### src/rtl/keypad_scanner.sv
// 4x4 active-low matrix keypad scanner with press/release debouncing.
// Emits one key_valid pulse per accepted press and keeps the last two hex digits.
module keypad_scanner #(
    parameter int SCAN_DIV        = 4,
    parameter int DEBOUNCE_CYCLES = 50000
) (
    input  logic       clk,
    input  logic       reset,
    input  logic [3:0] rows,
    output logic [3:0] cols,
    output logic       key_valid,
    output logic [3:0] key_code,
    output logic [3:0] digit_new,
    output logic [3:0] digit_old
);
    localparam int DW = (SCAN_DIV > 1) ? $clog2(SCAN_DIV) : 1;
    localparam int CW = $clog2(DEBOUNCE_CYCLES + 1);
    localparam logic [DW-1:0] DWELL_LAST = DW'(SCAN_DIV - 1);
    localparam logic [CW-1:0] CNT_LAST   = CW'(DEBOUNCE_CYCLES - 1);

    typedef enum logic [1:0] {
        SCAN,
        DEBOUNCE,
        HELD,
        RELEASE
    } state_t;

    state_t        state_reg, state_next;
    logic [3:0]    sync1_reg, rows_s_reg;
    logic [1:0]    col_reg, col_next;
    logic [1:0]    row_reg, row_next;
    logic [DW-1:0] dwell_reg, dwell_next;
    logic [CW-1:0] cnt_reg, cnt_next;
    logic          key_valid_reg, key_valid_next;
    logic [3:0]    key_code_reg, key_code_next;
    logic [3:0]    digit_new_reg, digit_new_next;
    logic [3:0]    digit_old_reg, digit_old_next;

    logic [1:0]    low_row;
    logic          any_low;
    logic          row_low;

    function automatic logic [3:0] key_map(input logic [1:0] r, input logic [1:0] c);
        case ({r, c})
            4'h0: key_map = 4'h1;
            4'h1: key_map = 4'h2;
            4'h2: key_map = 4'h3;
            4'h3: key_map = 4'hA;
            4'h4: key_map = 4'h4;
            4'h5: key_map = 4'h5;
            4'h6: key_map = 4'h6;
            4'h7: key_map = 4'hB;
            4'h8: key_map = 4'h7;
            4'h9: key_map = 4'h8;
            4'hA: key_map = 4'h9;
            4'hB: key_map = 4'hC;
            4'hC: key_map = 4'hE;
            4'hD: key_map = 4'h0;
            4'hE: key_map = 4'hF;
            default: key_map = 4'hD;
        endcase
    endfunction

    genvar gi;
    generate
        for (gi = 0; gi < 4; gi++) begin : g_col
            assign cols[gi] = (col_reg != 2'(gi));
        end
    endgenerate

    // Lowest-index low row wins when several rows of the column are pressed.
    always_comb begin
        low_row = 2'd0;
        for (int r = 3; r >= 0; r--) begin
            if (!rows_s_reg[r]) low_row = 2'(r);
        end
    end

    assign any_low = (rows_s_reg != 4'hF);
    assign row_low = !rows_s_reg[row_reg];

    always_comb begin
        state_next     = state_reg;
        col_next       = col_reg;
        row_next       = row_reg;
        dwell_next     = dwell_reg;
        cnt_next       = cnt_reg;
        key_valid_next = 1'b0;
        key_code_next  = key_code_reg;
        digit_new_next = digit_new_reg;
        digit_old_next = digit_old_reg;
        case (state_reg)
            SCAN: begin
                if (dwell_reg == DWELL_LAST) begin
                    dwell_next = '0;
                    if (any_low) begin
                        row_next   = low_row;
                        cnt_next   = '0;
                        state_next = DEBOUNCE;
                    end else begin
                        col_next = col_reg + 2'd1;
                    end
                end else begin
                    dwell_next = dwell_reg + 1'b1;
                end
            end
            DEBOUNCE: begin
                if (!row_low) begin
                    state_next = SCAN;
                    col_next   = col_reg + 2'd1;
                    dwell_next = '0;
                end else if (cnt_reg == CNT_LAST) begin
                    cnt_next       = cnt_reg + 1'b1;
                    state_next     = HELD;
                    key_valid_next = 1'b1;
                    key_code_next  = key_map(row_reg, col_reg);
                    digit_new_next = key_map(row_reg, col_reg);
                    digit_old_next = digit_new_reg;
                end else begin
                    cnt_next = cnt_reg + 1'b1;
                end
            end
            HELD: begin
                if (!row_low) begin
                    cnt_next   = '0;
                    state_next = RELEASE;
                end
            end
            default: begin
                if (row_low) begin
                    state_next = HELD;
                end else if (cnt_reg == CNT_LAST) begin
                    state_next = SCAN;
                    col_next   = col_reg + 2'd1;
                    dwell_next = '0;
                    cnt_next   = '0;
                end else begin
                    cnt_next = cnt_reg + 1'b1;
                end
            end
        endcase
    end

    always_ff @(posedge clk) begin
        if (reset) begin
            sync1_reg     <= 4'hF;
            rows_s_reg    <= 4'hF;
            state_reg     <= SCAN;
            col_reg       <= 2'd0;
            row_reg       <= 2'd0;
            dwell_reg     <= '0;
            cnt_reg       <= '0;
            key_valid_reg <= 1'b0;
            key_code_reg  <= 4'h0;
            digit_new_reg <= 4'h0;
            digit_old_reg <= 4'h0;
        end else begin
            sync1_reg     <= rows;
            rows_s_reg    <= sync1_reg;
            state_reg     <= state_next;
            col_reg       <= col_next;
            row_reg       <= row_next;
            dwell_reg     <= dwell_next;
            cnt_reg       <= cnt_next;
            key_valid_reg <= key_valid_next;
            key_code_reg  <= key_code_next;
            digit_new_reg <= digit_new_next;
            digit_old_reg <= digit_old_next;
        end
    end

    assign key_valid = key_valid_reg;
    assign key_code  = key_code_reg;
    assign digit_new = digit_new_reg;
    assign digit_old = digit_old_reg;
endmodule

### config.mk
export PLATFORM = sky130hd
export DESIGN_NAME = keypad_scanner
export DESIGN_NICKNAME = d
export VERILOG_FILES = /design/src/rtl/keypad_scanner.sv
export SDC_FILE = /design/constraint.sdc
export NUM_CORES = 1
export LEC_CHECK = 0
export ABC_AREA = 1
export BUFFER_PORTS_ARGS = -buffer_cell sky130_fd_sc_hd__clkbuf_2
export CORE_MARGIN = 5
export CORE_UTILIZATION = 49
export DETAILED_ROUTE_END_ITERATION = 10
export PLACE_DENSITY = 0.74
export SLEW_MARGIN = 20
export SYNTH_ARGS = -nofsm -noshare
export SYNTH_HDL_FRONTEND = slang
export SYNTH_SLANG_ARGS = --single-unit
### constraint.sdc
create_clock -name clk -period 2.4 [get_ports clk]
set_clock_uncertainty 0.15 [all_clocks]
set_input_delay 0 -clock clk [delete_from_list [all_inputs] [get_ports clk]]
set_output_delay 0 -clock clk [all_outputs]
set_load 0.02 [all_outputs]
==> impl_metrics.tcl, run 1 <==
set metrics [dict create \
    vias_per_cell 5.28 \
    syn_avg_cell_area_sq_um 7.04 \
    finalSetupViolCount 0 \
    p_leak_nw 1.18 \
    cts_sinks 41 \
    rows 26 \
    min_path_type "reg2reg" \
    netlist_instances 379 \
    crit_path_max_fanout 10 \
    rsz0062_at_grt "no" \
    cts-buffers-inserted 5 \
    critPathSlowestCell "dfxtp_1" \
    crit_type "reg2reg" \
    core-area_sq_um 5200 \
    gr-total-overflow 0 \
    seq_area_frac_synth 0.308 \
    end_kind "register" \
    syn-num-nets 397 \
    power_frac_clock 0.279 \
    power_switching_share 0.361 \
    wl_per_cell_um 12.8 \
    drive_above_1_share 0.214 \
    clk_latency_ns 0.31 \
    slew-limit-headroom 0.721 \
    worst_pin_slew_ns 0.418 \
    crit_required_ns 2.44 \
    dp_hpwl_um 4290 \
    gp_congestion 0.938 \
    clockBufferDepth 2 \
    power-per-cell-area_nw_per_um2 583 \
    synth_top_flop_cell "dfxtp_1" \
    die_w_um 83.8 \
    postCtsSetupBuffers 0 \
    synth.cell_area_sq_um 2670 \
    cts_tree "done" \
    min_period_over_period 0.829 \
    synth_fa_ha_area_frac 0.0563 \
    tns_ns 0 \
    fmax_ghz 0.503 \
    synth_compound_area_frac 0.123 \
    synth_seq_cells 41 \
    synth_edf_count 0 \
    grt_use_total 0.180 \
    drc 0 \
    n_antenna_cell 0 \
    die-area_sq_um 7020 \
    synth_largest_area_cell "dfxtp_1" \
    antenna_found_initial 0 \
    grt_pass1_wl_um 10500 \
    maxCapViolations 0 \
    cts_htree_levels 2 \
    grt_max_degree 17 \
    netlist.area_leader.share 0.308 \
    vias 2486 \
    cpPeakStageDelay_ns 0.40 \
    fin_hold_ws_ns 0.262 \
    power_mw 1.69 \
    drt_pass1_iterations 5 \
    crit_chain "ha_1 > nand3_1 > nor2_1 > nand2_2 > o21ai_0 > nand2_1 > nand2_1 > a21oi_1" \
    outcome "completed" \
    async_flop_share 0 \
    drt.antenna.violating_nets 0 \
    totalWireLength_um 6040 \
    grt_pass1_vias 2273 \
    synth-xor-area-share 0.0164 \
    p_switching_mw 0.611 \
    port-buffer-count 22 \
    cp.arrival_ns 2.03 \
    pre_cts_ws_ns 0.422 \
    finalHoldViolCount 0 \
    drt-initial-drc-count 178 \
    power_frac_seq 0.453 \
    io_pins 23 \
    largest_reg_flops 16 \
    vdd_drop_max_uv 250 \
    synth_mux_area_frac 0 \
    synth-simple-area-share 0.390 \
    start_kind "register" \
    setup_slack_ns 0.410 \
    synth.distinct_cells 35 \
    yosysWarnings 0 \
    timing.final.max_slew_violations 0 \
    intPower_mw 1.08 \
    combPwrFrac 0.268 \
    synthToLayoutAreaGrowth_pct 8.92 \
    synth_top_family_by_area "simple AND/OR/NAND/NOR gates" \
    period_needed_ns 1.99 \
    cts_root_buffer "clkbuf_8" \
    nNetsFinal 418 \
    synth_area_leaders "dfxtp_1, nand2_1, nor2_1, ha_1, inv_1" \
    fin_util 0.558 \
    cpMostUsedCell "nand2_1" \
    die_h_um 83.8 \
    initial_core_util 0.512 \
    path_clk_slew_ns 0.09 \
]
## stage by stage
| step | cells | area [sq um] |
|---|---|---|
| floorplan | 379 | 2670 |
| global route | 471 | 2900 |
| global placement | 458 | 2760 |
| finish | 471 | 2900 |
| detailed placement | 458 | 2760 |
| CTS | 471 | 2900 |
## cell usage after synthesis (2+ instances only)
master    instances
a21oi_2          11
nand2_1          92
xor2_1            4
inv_1            35
nor2_4            2
clkbuf_1          4
nand4_1          16
buf_4             7
nor2_1           42
nor3_1            7
buf_6             3
inv_2             2
nand2_2          12
a211oi_1          3
or2_2             8
nand2_4           5
o21ai_0          12
a211oi_2          2
a21oi_1          19
nand3_2           4
buf_2             2
ha_1             12
dfxtp_1          41
nand3_1          23
## logic make-up after synthesis
logic type | after synthesis
AND/OR/NAND/NOR | 215
buffers and inverters | 56
flip-flops | 41
XOR/XNOR | 5
AO/OA/AOI/OAI | 50
adder cells (fa/ha/maj) | 12
## worst paths after layout
kind / startpoint / to / slack, ns / depth (start not counted)
setup reg to reg: cnt_reg[0]$_SDFFE_PP0P_ / cnt_reg[15]$_SDFFE_PP0P_ / 0.41 / 8
hold / removal: sync1_reg[3]$_SDFF_PP1_ / rows_s_reg[3]$_SDFF_PP1_ / 0.26 / 1
hold reg to reg: sync1_reg[3]$_SDFF_PP1_ / rows_s_reg[3]$_SDFF_PP1_ / 0.26 / 1
setup / recovery: cnt_reg[0]$_SDFFE_PP0P_ / cnt_reg[15]$_SDFFE_PP0P_ / 0.41 / 8
## repair_timing
item | in CTS | in global routing
resized for setup | 0 | 0
hold endpoints to repair | 10 | 0
hold buffers | 5 | 0
setup endpoints to repair | 0 | 0
## critical path, delay by kind of cell, from the launching register on
| kind | cells | cell delay, ns |
|---|---|---|
| and+or+nand+nor | 5 | 0.76 |
| adders and majority gates | 1 | 0.31 |
| AOI/OAI and AO/OA | 2 | 0.24 |
| DFF | 1 | 0.40 |
## layout make-up
type	count	area, sq um
Fill cell	520	2300
Multi-Input combinational cell	282	1560
Sequential cell	41	821
Timing Repair Buffer	31	190
Inverter	39	150
Tap cell	70	87.6
Clock buffer	5	68.8
Clock inverter	3	22.5
## cell usage in the layout, fill, tap and decap left out, types with 16 or more instances in the layout
cell type | netlist | routed
dfxtp_1 | 41 | 41
nand3_1 | 23 | 23
inv_1 | 35 | 35
nand2_1 | 92 | 92
nor2_1 | 42 | 42
clkbuf_2 | 0 | 22
a21oi_1 | 19 | 19
nand4_1 | 16 | 16
## power by group through the flow
stage               clock, mW  combinational (mW)  sequential (mW)
floorplan                   0               0.370            0.762
global placement            0               0.432            0.777
detailed placement          0               0.442            0.781
CTS                     0.478               0.453            0.764
global route            0.508               0.517            0.775
finish                  0.473               0.454            0.766
## layer usage
layer,share of wire,up-vias,GRT usage
met2,0.46,70,0.290
met3,0.056,8,0.0395
li1,-,1264,-
met5,0,-,0
met1,0.47,1144,0.240
met4,0.013,0,0.0541
Power figures use the tool's default switching activity.
==> run 2: changes to the inputs <==
--- a/config.mk
+++ b/config.mk
@@ -5,7 +5,7 @@
 export SDC_FILE = /design/constraint.sdc
 export NUM_CORES = 1
 export LEC_CHECK = 0
-export ABC_AREA = 1
+export ABC_AREA = 0
 export BUFFER_PORTS_ARGS = -buffer_cell sky130_fd_sc_hd__clkbuf_2
 export CORE_MARGIN = 5
 export CORE_UTILIZATION = 49
==> constraint.sdc (replaced) <==
create_clock -name clk -period 2.1 [get_ports clk]
set_clock_uncertainty 0.15 [all_clocks]
set_input_delay 0 -clock clk [delete_from_list [all_inputs] [get_ports clk]]
set_output_delay 0 -clock clk [all_outputs]
set_load 0.02 [all_outputs]
==> impl_metrics.tcl, run 2 <==
set metrics [dict create \
    outcome "complete, but fails checks" \
    violations "setup timing" \
    start_kind "register" \
    core-area_sq_um 4350 \
    dp_hpwl_um 3540 \
    synth_seq_cells 41 \
    power_switching_share 0.370 \
    synthTopCellsByCount "dfxtp_1, nor2_1, nand2_1, a21oi_1, nand3_1" \
    intPower_mw 1.55 \
    place_inst 346 \
    die-area_sq_um 5940 \
    rows 24 \
    final_cell_mix "dfxtp_1, buf_4, nor2_1" \
    grt_use_total 0.176 \
    reg2regPathDepth 5 \
    drc 0 \
    worst_pin_slew_ns 0.546 \
    r2r_slack_ns -0.02 \
    power_frac_clock 0.212 \
    totalWireLength_um 5330 \
    path_clk_slew_ns 0.08 \
    p_leak_nw 1.15 \
    drt_pass1_iterations 4 \
    drt.antenna.violating_nets 0 \
    netlist.area_leader.share 0.372 \
    min_to "digit_old[3]$_SDFFE_PP0P_" \
    vias_per_cell 5.53 \
    largest_reg_flops 16 \
    n_antenna_cell 0 \
    crit_path_max_fanout 8 \
    vdd_drop_max_uv 603 \
    min_path_type "in2reg" \
    cts_root_buffer "clkbuf_8" \
    clk_latency_ns 0.31 \
    crit_chain "mux4_2 > mux2_4 > nor4_2 > xnor2_1 > nor2_1" \
    grt_pass1_wl_um 8600 \
    tns_ns -0.0177 \
    fin_hold_ws_ns 0.0519 \
    min_path_cells 2 \
    cts_htree_levels 2 \
    combPwrFrac 0.436 \
    port-buffer-count 22 \
    cts_sinks 41 \
    grt_pass1_vias 1876 \
    syn_avg_cell_area_sq_um 8.78 \
    yosysMostFrequentCell "dfxtp_1" \
    synth_largest_area_cell "dfxtp_1" \
    setup_slack_ns -0.0172 \
    cp.arrival_ns 2.17 \
    async_flop_share 0 \
    finalHoldViolCount 0 \
    cpPeakStageDelay_ns 0.59 \
    synth_edf_count 0 \
    synth.distinct_cells 50 \
    synth_area_leaders "dfxtp_1, ha_1, a21oi_1, nor2_1, nand2_1" \
    timing.final.max_slew_violations 0 \
    synth_top_flop_cell "dfxtp_1" \
    antenna_found_initial 0 \
    pre_cts_ws_ns -0.0716 \
    end_kind "register" \
    vias 2017 \
    worstReg2RegEnd "cnt_reg[7]$_SDFFE_PP0P_" \
    critPathSlowestCell "mux4_2" \
    drive_above_1_share 0.342 \
    io_pins 23 \
    min_from "reset" \
    grt_max_degree 29 \
    yosysWarnings 0 \
    die_w_um 77.1 \
    timing.rr.start "row_reg[0]$_SDFFE_PP0P_" \
    rsz0062_at_grt "yes" \
    synthToLayoutAreaGrowth_pct 30.7 \
    crit_type "reg2reg" \
    fmax_ghz 0.472 \
    p_switching_mw 0.910 \
    syn-num-nets 269 \
    finalSetupViolCount 2 \
    cts_tree "done" \
    synth.cell_area_sq_um 2200 \
    crit_required_ns 2.16 \
    power_frac_seq 0.351 \
    nNetsFinal 330 \
    seq_area_frac_synth 0.372 \
    gr-total-overflow 0 \
    cts-buffers-inserted 5 \
    final_cells 365 \
    critPathTopFamily "multiplexers" \
    gp_congestion 0.868 \
    initial_core_util 0.506 \
    min_period_over_period 1.01 \
    power-per-cell-area_nw_per_um2 854 \
    netlist_instances 251 \
    wl_per_cell_um 14.6 \
    drt-initial-drc-count 202 \
    clockBufferDepth 2 \
    period_needed_ns 2.12 \
    slew-limit-headroom 0.631 \
    fin_util 0.662 \
    die_h_um 77.1 \
    maxCapViolations 0 \
    cp_num_buf_inv 0 \
]
run 2: layout make-up:
cell class              count  area (sq um)
multi-input cells         184          1370
flip-flops and latches     41           823
fillers                   352          1470
clock inverters             3          17.5
inverters                  12          45.0
repair buffers             68           494
well taps                  52          65.1
clock buffers               5          68.8
run 2: cells by family after synthesis:
group	after synthesis	share of synthesized area
simple gates	112	0.279
flops	41	0.372
compound gates	40	0.114
buf+inv	26	0.0687
xor+xnor	13	0.0516
fa+ha+maj	12	0.0681
mux	7	0.0460
run 2: worst max path at each step:
stage / startpoint / endpoint / slack, ns / cells after the start
floorplan: row_reg[0]$_SDFFE_PP0P_ / cnt_reg[15]$_SDFFE_PP0P_ / -0.06 / 6
global placement: row_reg[0]$_SDFFE_PP0P_ / register / 0.02 / 6
detailed placement: row_reg[0]$_SDFFE_PP0P_ / register / -0.07 / 6
CTS: row_reg[0]$_SDFFE_PP0P_ / cnt_reg[14]$_SDFFE_PP0P_ / 0.02 / 5
global route: row_reg[0]$_SDFFE_PP0P_ / cnt_reg[7]$_SDFFE_PP0P_ / -0.11 / 5
finish: row_reg[0]$_SDFFE_PP0P_ / cnt_reg[7]$_SDFFE_PP0P_ / -0.02 / 5
run 2: stage by stage:
step	area [sq um]	total power, mW
after global placement	2580	1.71
final	2880	2.46
after detailed placement	2580	1.74
after global routing	2880	2.60
after floorplan	2230	1.46
after CTS	2730	2.28
run 2: power by group through the flow:
stage	Clock (mW)	Sequential [mW]	Combinational (mW)
CTS	0.526	0.861	0.896
global placement	0	0.878	0.837
detailed placement	0	0.879	0.864
global route	0.567	0.874	1.16
finish	0.522	0.864	1.07
floorplan	0	0.872	0.586
run 2: layer usage:
metal	track usage	up-vias	share of wire
li1	-	1003	-
met1	0.222	962	0.43
met2	0.291	43	0.51
met4	0.0704	0	0.017
met3	0.0386	9	0.043
met5	0	-	0
run 2: timing repair:
action | CTS | global route
setup buffers | 1 | 6
setup endpoints to repair | 3 | 20
gates resized for setup | 4 | 16
hold buffers | 4 | 0
hold endpoints to repair | 4 | 0
pin swaps | 2 | 6
==> run 3: changes to the inputs <==
--- a/config.mk
+++ b/config.mk
@@ -7,9 +7,9 @@
 export LEC_CHECK = 0
 export ABC_AREA = 0
 export BUFFER_PORTS_ARGS = -buffer_cell sky130_fd_sc_hd__clkbuf_2
-export CORE_MARGIN = 5
 export CORE_UTILIZATION = 49
 export DETAILED_ROUTE_END_ITERATION = 10
+export HOLD_SLACK_MARGIN = 0.1
 export PLACE_DENSITY = 0.74
 export SLEW_MARGIN = 20
 export SYNTH_ARGS = -nofsm -noshare
==> impl_metrics.tcl, run 3 (synthesized netlist as in run 2, its figures left out) <==
set metrics [dict create \
    finalSetupViolCount 0 \
    core-area_sq_um 4320 \
    startpoint "row_reg[0]$_SDFFE_PP0P_" \
    cts_sinks 41 \
    port-buffer-count 22 \
    cp.arrival_ns 2.15 \
    grt_use_total 0.215 \
    worst_pin_slew_ns 0.533 \
    tns_ns 0 \
    drc 0 \
    start_kind "register" \
    wl_per_cell_um 14.2 \
    drt_pass1_iterations 4 \
    totalWireLength_um 5100 \
    synthToLayoutAreaGrowth_pct 28.3 \
    r2r_slack_ns 0.004 \
    power_mw 2.41 \
    path_clk_slew_ns 0.08 \
    vias 1955 \
    final_common_cell "dfxtp_1" \
    cts_tree "done" \
    clockBufferDepth 2 \
    outcome "completed" \
    gp_congestion 0.936 \
    endpoint "cnt_reg[9]$_SDFFE_PP0P_" \
    placed_cell_area_sq_um 2560 \
    p_leak_nw 1.12 \
    final_design_area_no_fill_sq_um 2830 \
    die_h_um 69.1 \
    power-per-cell-area_nw_per_um2 853 \
    timing.rr.start "row_reg[0]$_SDFFE_PP0P_" \
    drt.antenna.violating_nets 0 \
    drive_above_1_share 0.317 \
    maxCapViolations 0 \
    fin_hold_ws_ns 0.260 \
    pre_cts_ws_ns -0.0509 \
    vias_per_cell 5.46 \
    slew-limit-headroom 0.640 \
    clk_latency_ns 0.30 \
    n_fill_cell 364 \
    grt_max_degree 29 \
    cts-buffers-inserted 5 \
    rows 24 \
    timing.final.max_slew_violations 0 \
    die_w_um 69.1 \
    grt_pass1_wl_um 8400 \
    crit_type "reg2reg" \
    crit_chain "mux4_2 > mux2_4 > nor4_2 > xnor2_1 > nor2_1" \
    worstReg2RegEnd "cnt_reg[9]$_SDFFE_PP0P_" \
    dp_hpwl_um 3530 \
    cpPeakStageDelay_ns 0.57 \
    nNetsFinal 323 \
    multiInputGateArea_sq_um 1360 \
    period_needed_ns 2.10 \
    crit_required_ns 2.15 \
    rsz0062_at_grt "yes" \
    cts_htree_levels 2 \
    initial_core_util 0.510 \
    largest_reg_flops 16 \
    regArea_sq_um 823 \
    setup_slack_ns 0.00424 \
    grt_pass1_vias 1892 \
    die-area_sq_um 4770 \
    drt-initial-drc-count 128 \
    critPathSlowestCell "mux4_2" \
    reg2regPathDepth 5 \
    final_cell_mix "dfxtp_1, buf_4, nor2_1" \
    min_path_type "reg2reg" \
    gr-total-overflow 0 \
    io_pins 23 \
    finalHoldViolCount 0 \
    n_antenna_cell 0 \
    fmax_ghz 0.477 \
    min_period_over_period 0.998 \
    vdd_drop_max_uv 634 \
    cts_root_buffer "clkbuf_8" \
    crit_path_max_fanout 8 \
    end_kind "register" \
    antenna_found_initial 0 \
]
-- run 3: changes by cell type in the layout (fill, tap and decap cells not counted), sizes merged --
cell,delta
buf,-8
clkbuf,+2
clkinv,-1
clkinvlp,-1
dlygate4sd3,+1
-- run 3: layout make-up --
class / count / area share
Clock inverter: 1 / 0.00177
Inverter: 12 / 0.0159
Timing Repair Buffer: 61 / 0.153
Tap cell: 52 / 0.0230
Multi-Input combinational cell: 184 / 0.482
Sequential cell: 41 / 0.291
Clock buffer: 7 / 0.0341
-- run 3: critical path: cells and delay by family, from the launching register on --
kind	cells	cell delay, ns
xor+xnor	1	0.15
flops	1	0.34
mux	2	0.99
simple gates	2	0.37
-- run 3: how the worst min path moves through the flow --
stage / endpoint / from / slack, ns / cells past startpoint
after floorplan: sync1_reg[0]$_SDFF_PP1_ / rows[0] / -0.05 / 1
final: rows_s_reg[1]$_SDFF_PP1_ / sync1_reg[1]$_SDFF_PP1_ / 0.26 / 1
after CTS: rows_s_reg[1]$_SDFF_PP1_ / sync1_reg[1]$_SDFF_PP1_ / 0.26 / 1
after detailed placement: sync1_reg[2]$_SDFF_PP1_ / rows[2] / 0.04 / 2
after global placement: sync1_reg[2]$_SDFF_PP1_ / rows[2] / 0.03 / 2
after global routing: rows_s_reg[1]$_SDFF_PP1_ / sync1_reg[1]$_SDFF_PP1_ / 0.28 / 1
-- run 3: per-stage QoR --
stage,util,std cells
final,0.654,358
after global routing,0.654,358
after CTS,0.631,358
after detailed placement,0.593,344
after global placement,0.593,344
after floorplan,-,251
-- run 3: routing by layer --
layer	global-route usage	up-vias	part of all wire
met2	0.366	36	0.50
met5	0	-	0
met1	0.274	925	0.45
met4	0.0703	0	0.013
li1	-	985	-
met3	0.0395	9	0.035
-- run 3: repair_timing --
item,4_1_cts,5_1_grt
setup buffers,1,0
resized for setup,2,18
hold buffers,5,0
endpoints found under the hold margin,17,0
pin swaps,0,9
gates cloned,0,0
endpoints found under the setup margin,3,20
-- run 3: where the power goes --
group / total (mW) / switching [mW] / internal (mW)
Clock: 0.580 / 0.283 / 0.297
Sequential: 0.864 / 0.0393 / 0.825
Combinational: 0.969 / 0.562 / 0.407
Total: 2.41 / 0.884 / 1.53
